`src/rtl/alu_pkg.sv`:
```
// rtl/alu_pkg.sv - ALU opcode/status types and writeback FSM state shared by the datapath
package alu_pkg;

    typedef enum logic [3:0] {
        ALU_ADD  = 4'd0,
        ALU_SUB  = 4'd1,
        ALU_AND  = 4'd2,
        ALU_OR   = 4'd3,
        ALU_XOR  = 4'd4,
        ALU_PASS = 4'd5,
        ALU_MULT = 4'd6,
        ALU_DIV  = 4'd7
    } control_e;

    // Bit order, MSB first: zero, sign, overflow, div0
    typedef struct packed {
        logic zero;
        logic sign;
        logic overflow;
        logic div0;
    } status_t;

    typedef enum logic [1:0] {
        ST_IDLE = 2'd0,
        ST_LO   = 2'd1,
        ST_HI   = 2'd2
    } wb_state_e;

    // Ops whose 32-bit result needs a second register-file write
    function automatic logic is_wide(input control_e ctrl);
        return (ctrl == ALU_MULT) || (ctrl == ALU_DIV);
    endfunction

endpackage

```
`src/rtl/alu_wb_stage.sv`:
```
// rtl/alu_wb_stage.sv - ALU writeback stage: result capture, RF write sequencing, flags
module alu_wb_stage
    import alu_pkg::*;
#(
    parameter int RF_ADDR_W = 4,
    parameter int HI_REG    = 0
) (
    input  logic                 clk,
    input  logic                 rst_n,
    input  logic                 in_valid,
    output logic                 in_ready,
    input  logic [31:0]          alu_out,
    input  status_t              alu_stat,
    input  control_e             alu_ctrl,
    input  logic [RF_ADDR_W-1:0] dest,
    output logic                 rf_we,
    output logic [RF_ADDR_W-1:0] rf_waddr,
    output logic [15:0]          rf_wdata,
    output status_t              flags,
    output logic                 ovf_sticky,
    input  logic                 clr_sticky,
    output logic                 exc_div0
);

    wb_state_e              r_state;
    logic [31:0]            r_out_q;
    status_t                r_stat_q;
    control_e               r_ctrl_q;
    logic [RF_ADDR_W-1:0]   r_dest_q;

    logic                   r_in_ready;
    logic                   r_rf_we;
    logic [RF_ADDR_W-1:0]   r_rf_waddr;
    logic [15:0]            r_rf_wdata;
    status_t                r_flags;
    logic                   r_ovf_sticky;
    logic                   r_exc_div0;

    logic                   w_accept;
    logic                   w_in_div0;
    logic                   w_in_goes_hi;
    logic                   w_lo_goes_hi;
    logic                   w_retire;

    // Handshake and decode of the incoming op; outputs for its ST_LO cycle are precomputed here
    always_comb begin
        w_accept     = in_valid && r_in_ready;
        w_in_div0    = (alu_ctrl == ALU_DIV) && alu_stat.div0;
        w_in_goes_hi = is_wide(alu_ctrl) && !alu_stat.div0;
        w_retire     = (r_state == ST_LO);
        w_lo_goes_hi = w_retire && is_wide(r_ctrl_q) && !r_stat_q.div0;
    end

    // Writeback FSM; all outputs are registered so they reflect the state being entered
    always_ff @(posedge clk or negedge rst_n) begin
        if (!rst_n) begin
            r_state      <= ST_IDLE;
            r_out_q      <= '0;
            r_stat_q     <= '0;
            r_ctrl_q     <= ALU_ADD;
            r_dest_q     <= '0;
            r_in_ready   <= 1'b1;
            r_rf_we      <= 1'b0;
            r_rf_waddr   <= '0;
            r_rf_wdata   <= '0;
            r_exc_div0   <= 1'b0;
        end else if (w_lo_goes_hi) begin
            // Second write of a wide op: high word to the fixed register, upstream released
            r_state      <= ST_HI;
            r_in_ready   <= 1'b1;
            r_rf_we      <= 1'b1;
            r_rf_waddr   <= RF_ADDR_W'(HI_REG);
            r_rf_wdata   <= r_out_q[31:16];
            r_exc_div0   <= 1'b0;
        end else if (w_accept) begin
            r_state      <= ST_LO;
            r_out_q      <= alu_out;
            r_stat_q     <= alu_stat;
            r_ctrl_q     <= alu_ctrl;
            r_dest_q     <= dest;
            r_in_ready   <= !w_in_goes_hi;
            r_rf_we      <= !w_in_div0;
            r_rf_waddr   <= dest;
            r_rf_wdata   <= alu_out[15:0];
            r_exc_div0   <= w_in_div0;
        end else begin
            r_state      <= ST_IDLE;
            r_in_ready   <= 1'b1;
            r_rf_we      <= 1'b0;
            r_exc_div0   <= 1'b0;
        end
    end

    // Architectural flags and sticky overflow update as the ST_LO cycle retires an op
    always_ff @(posedge clk or negedge rst_n) begin
        if (!rst_n) begin
            r_flags      <= '0;
            r_ovf_sticky <= 1'b0;
        end else begin
            if (w_retire) begin
                r_flags <= r_stat_q;
            end
            if (w_retire && r_stat_q.overflow) begin
                r_ovf_sticky <= 1'b1;
            end else if (clr_sticky) begin
                r_ovf_sticky <= 1'b0;
            end
        end
    end

    assign in_ready   = r_in_ready;
    assign rf_we      = r_rf_we;
    assign rf_waddr   = r_rf_waddr;
    assign rf_wdata   = r_rf_wdata;
    assign flags      = r_flags;
    assign ovf_sticky = r_ovf_sticky;
    assign exc_div0   = r_exc_div0;

endmodule
```
`config.mk`:
```
export PLATFORM = sky130hd
export DESIGN_NAME = alu_wb_stage
export DESIGN_NICKNAME = d
export VERILOG_FILES = /design/src/rtl/alu_pkg.sv /design/src/rtl/alu_wb_stage.sv
export SDC_FILE = /design/constraint.sdc
export NUM_CORES = 1
export LEC_CHECK = 0
export CAP_MARGIN = 20
export CORE_MARGIN = 3
export CORE_UTILIZATION = 35
export CTS_CLUSTER_SIZE = 16
export DETAILED_ROUTE_END_ITERATION = 7
export PLACE_DENSITY = 0.63
export SYNTH_ARGS = -nofsm -noshare
export SYNTH_HDL_FRONTEND = slang
export SYNTH_SLANG_ARGS = --single-unit
export TNS_END_PERCENT = 20
```
`constraint.sdc`:
```
create_clock -name clk -period 1.9 [get_ports clk]
set_input_delay 0.285 -clock clk [delete_from_list [all_inputs] [get_ports clk]]
set_output_delay 0.285 -clock clk [all_outputs]
set_load 0.01 [all_outputs]
```
==> results.ini, run 1 <==
[sta]
setup_violations = 0
rsz0062_at_grt = false
fmax_mhz = 602
skew_ns = 0.00924
tightest_slew_ns = 0.420
fin_crit_ns = 1.66
fin_crit_sh_pct = 87.4
tns_ns = 0
hold_ws_ns = 0.440
finalHoldViolCount = 0
drv_slew = 0
slew-limit-headroom_pct = 72.0

[finish]
area_growth_pct = 45.5
nets = 310
drive_gt1_share_pct = 14.8
n_fill_cell = 533
antenna_cells = 0

[flow_run]
max-cap-violations = 0

[power]
powerDensity_mw_per_mm2 = 891
power.leakage_nw = 1.38
ir_drop_mv = 0.383

[cts]
cts_htree_levels = 2
clock_latency_ns = 0.31
clock_path_buffers = 2
post_cts_resized = 0
cts_setup_buffers = 0
cts.sinks = 53
cts_buffers = 5
cts_tree = built
cts.reportedPaths.clkPinSlew_ns = 0.09
ctsRootBufferMaster = clkbuf_8

[floorplanning]
num_rows = 28
coreArea_mm2 = 0.00599
die_h_um = 84.9
dieArea_mm2 = 0.00721
io_pins = 76
die_x_um = 84.9
start_util_pct = 36.4

[worst_setup_path]
crit_arrival_ns = 1.38
critical-path-max-stage-delay_ns = 0.55
cpMaxStageDelayCell = dfstp_2
ff2ff_setup_slack_ns = 0.28
cp_max_fo = 3
worst_setup_path_end_kind = output port
required_ns = 1.62
r2r_start = r_ctrl_q[3]$_DFFE_PN0P_
worstRegToRegCells = 5
crit_type = register to output port
rr_endpoint = rf_wdata[14]$_DFFE_PN0P_
worstPathCellList = clkdlybuf4s50_1
critPathBufInv = 1
cp-start-kind = register
critical_path.top_delay_family = flip-flops
timing.critical_path.from = in_ready$_DFF_PN1_

[grt]
grt_max_degree = 37
grt_use_total_pct = 15.0
grt_pass1_wl_um = 8540
grt_antenna_before_repair = 0
grt_pass1_vias = 1744
overflow = 0

[routing]
vias_per_cell = 4.76
first_iter_violations = 59
drc = 0
postRouteAntennaNets = 0
drtPass1Iterations = 4
wl_per_cell_um = 14.8
finalWirelength_um = 5010
vias = 1609

[yosys]
ys_seq_area_share_pct = 60.9
synthCells = 182
postSynthAreaPerCell_um2 = 12.0
syn_nets = 230
syn_area_mm2 = 0.00218
yosys_warnings = 0
ys_seq_elements = 53
synthDistinctLibCells = 24

[placed_design]
dp_hpwl_um = 3590
place_congestion = 0.771
port_buffers = 75

[worst_hold_path]
hold_path.class = input pin to async pin

[outcome]
status = complete, no violations

-- cell usage after synthesis --
library cell,number,share of area (%)
dfrtp_1,52,60
nand2_1,29,5.0
o21ai_0,20,4.6
mux2_2,18,9.3
nand3_1,18,4.1
mux2i_1,16,7.4
a21oi_1,4,0.92
clkbuf_1,4,0.69
buf_6,3,1.6
and2_1,2,0.57
buf_2,2,0.46
inv_1,2,0.34
a21oi_4,1,0.75
and3_1,1,0.29
and3b_1,1,0.40
and4bb_1,1,0.57
buf_1,1,0.17
clkbuf_2,1,0.23
dfstp_2,1,1.2
mux2_1,1,0.52
nand2_2,1,0.29
nand2b_1,1,0.29
nand3b_1,1,0.34
nor2b_1,1,0.29
-- area by class of cell --
type	count	area, um2	area share [%]
clock inverter	3	65.1	2.05
clock buffer	5	68.8	2.17
inverter	2	7.51	0.237
timing repair buffer	84	828	26.1
tap	75	93.8	2.96
sequential	53	1330	41.9
multi-input combinational	116	778	24.6
-- routing by layer --
metal	global-route usage [%]	part of all wire, %	vias to the layer above
li1	-	-	780
met4	3.74	0.88	0
met5	0	0	-
met1	19.6	46	776
met2	24.5	48	47
met3	4.47	5.8	6
-- timing repair --
action	in CTS	in global routing
hold buffers	1	0
endpoints found under the setup margin	0	0
endpoints found under the hold margin	16	0
-- power breakdown --
group          switching (mW)  leakage [nW]  total (mW)  internal, mW
clock                   0.363        0.0681       0.886         0.523
combinational           0.236         0.680       0.585         0.349
sequential             0.0783         0.631        1.35          1.28
-- placed cells by master, fill, tap and decap left out, types with 4 or more instances in the layout --
master / count
buf_4: 7
mux2_2: 18
clkbuf_8: 5
clkdlybuf4s50_1: 74
o21ai_0: 20
dfrtp_1: 52
nand2_1: 29
mux2i_1: 16
nand3_1: 18
a21oi_1: 4
-- cells by family after synthesis --
family | synth area share [%]
AND/OR/NAND/NOR | 12.2
flip-flops | 60.9
multiplexers | 17.2
AO/OA/AOI/OAI | 6.26
buffers and inverters | 3.45
-- sequential cells by signal, summed over array words and instances (netlist names) --
signal and flops:
ovf_sticky 1, r_stat_q 4, rf_we 1, rf_waddr 4, r_ctrl_q 3, r_out_q 16
rf_wdata 16, r_state 2, exc_div0 1, in_ready 1, flags 4
-- metrics by stage --
stage / utilization [%] / cell area, um2 / worst slack (ns) / total power, mW / instances
finish: 52.9 / 3170 / 0.239 / 2.82 / 338
floorplan: - / 2180 / 0.414 / 1.61 / 182
detailed placement: 50.5 / 3030 / 0.168 / 1.97 / 329
CTS: 52.9 / 3170 / 0.222 / 2.86 / 338
global route: 52.9 / 3170 / 0.137 / 2.98 / 338
global placement: 50.5 / 3030 / 0.212 / 1.96 / 329
-- worst max path at each step --
| stage | to | slack [ns] | cells after the start |
|---|---|---|---|
| 4_1_cts | in_ready | 0.22 | 1 |
| 3_5_place_dp | r_out_q[28]$_DFFE_PN0P_ | 0.17 | 5 |
| 5_1_grt | rf_wdata[8]$_DFFE_PN0P_ | 0.14 | 5 |
| 3_3_place_gp | r_out_q[18]$_DFFE_PN0P_ | 0.21 | 5 |
| 2_1_floorplan | r_out_q[18]$_DFFE_PN0P_ | 0.41 | 4 |
| 6_report | in_ready | 0.24 | 1 |
Note: power is estimated with default switching activity, not from simulation.
==> run 2, diff against run 1 <==
--- a/config.mk
+++ b/config.mk
@@ -5,6 +5,7 @@
 export SDC_FILE = /design/constraint.sdc
 export NUM_CORES = 1
 export LEC_CHECK = 0
+export ABC_CLOCK_PERIOD_IN_PS = 1900
 export CAP_MARGIN = 20
 export CORE_MARGIN = 3
 export CORE_UTILIZATION = 35
==> results of run 2 <==
The final DEF is identical to that of run 1; final timing and power are the same.
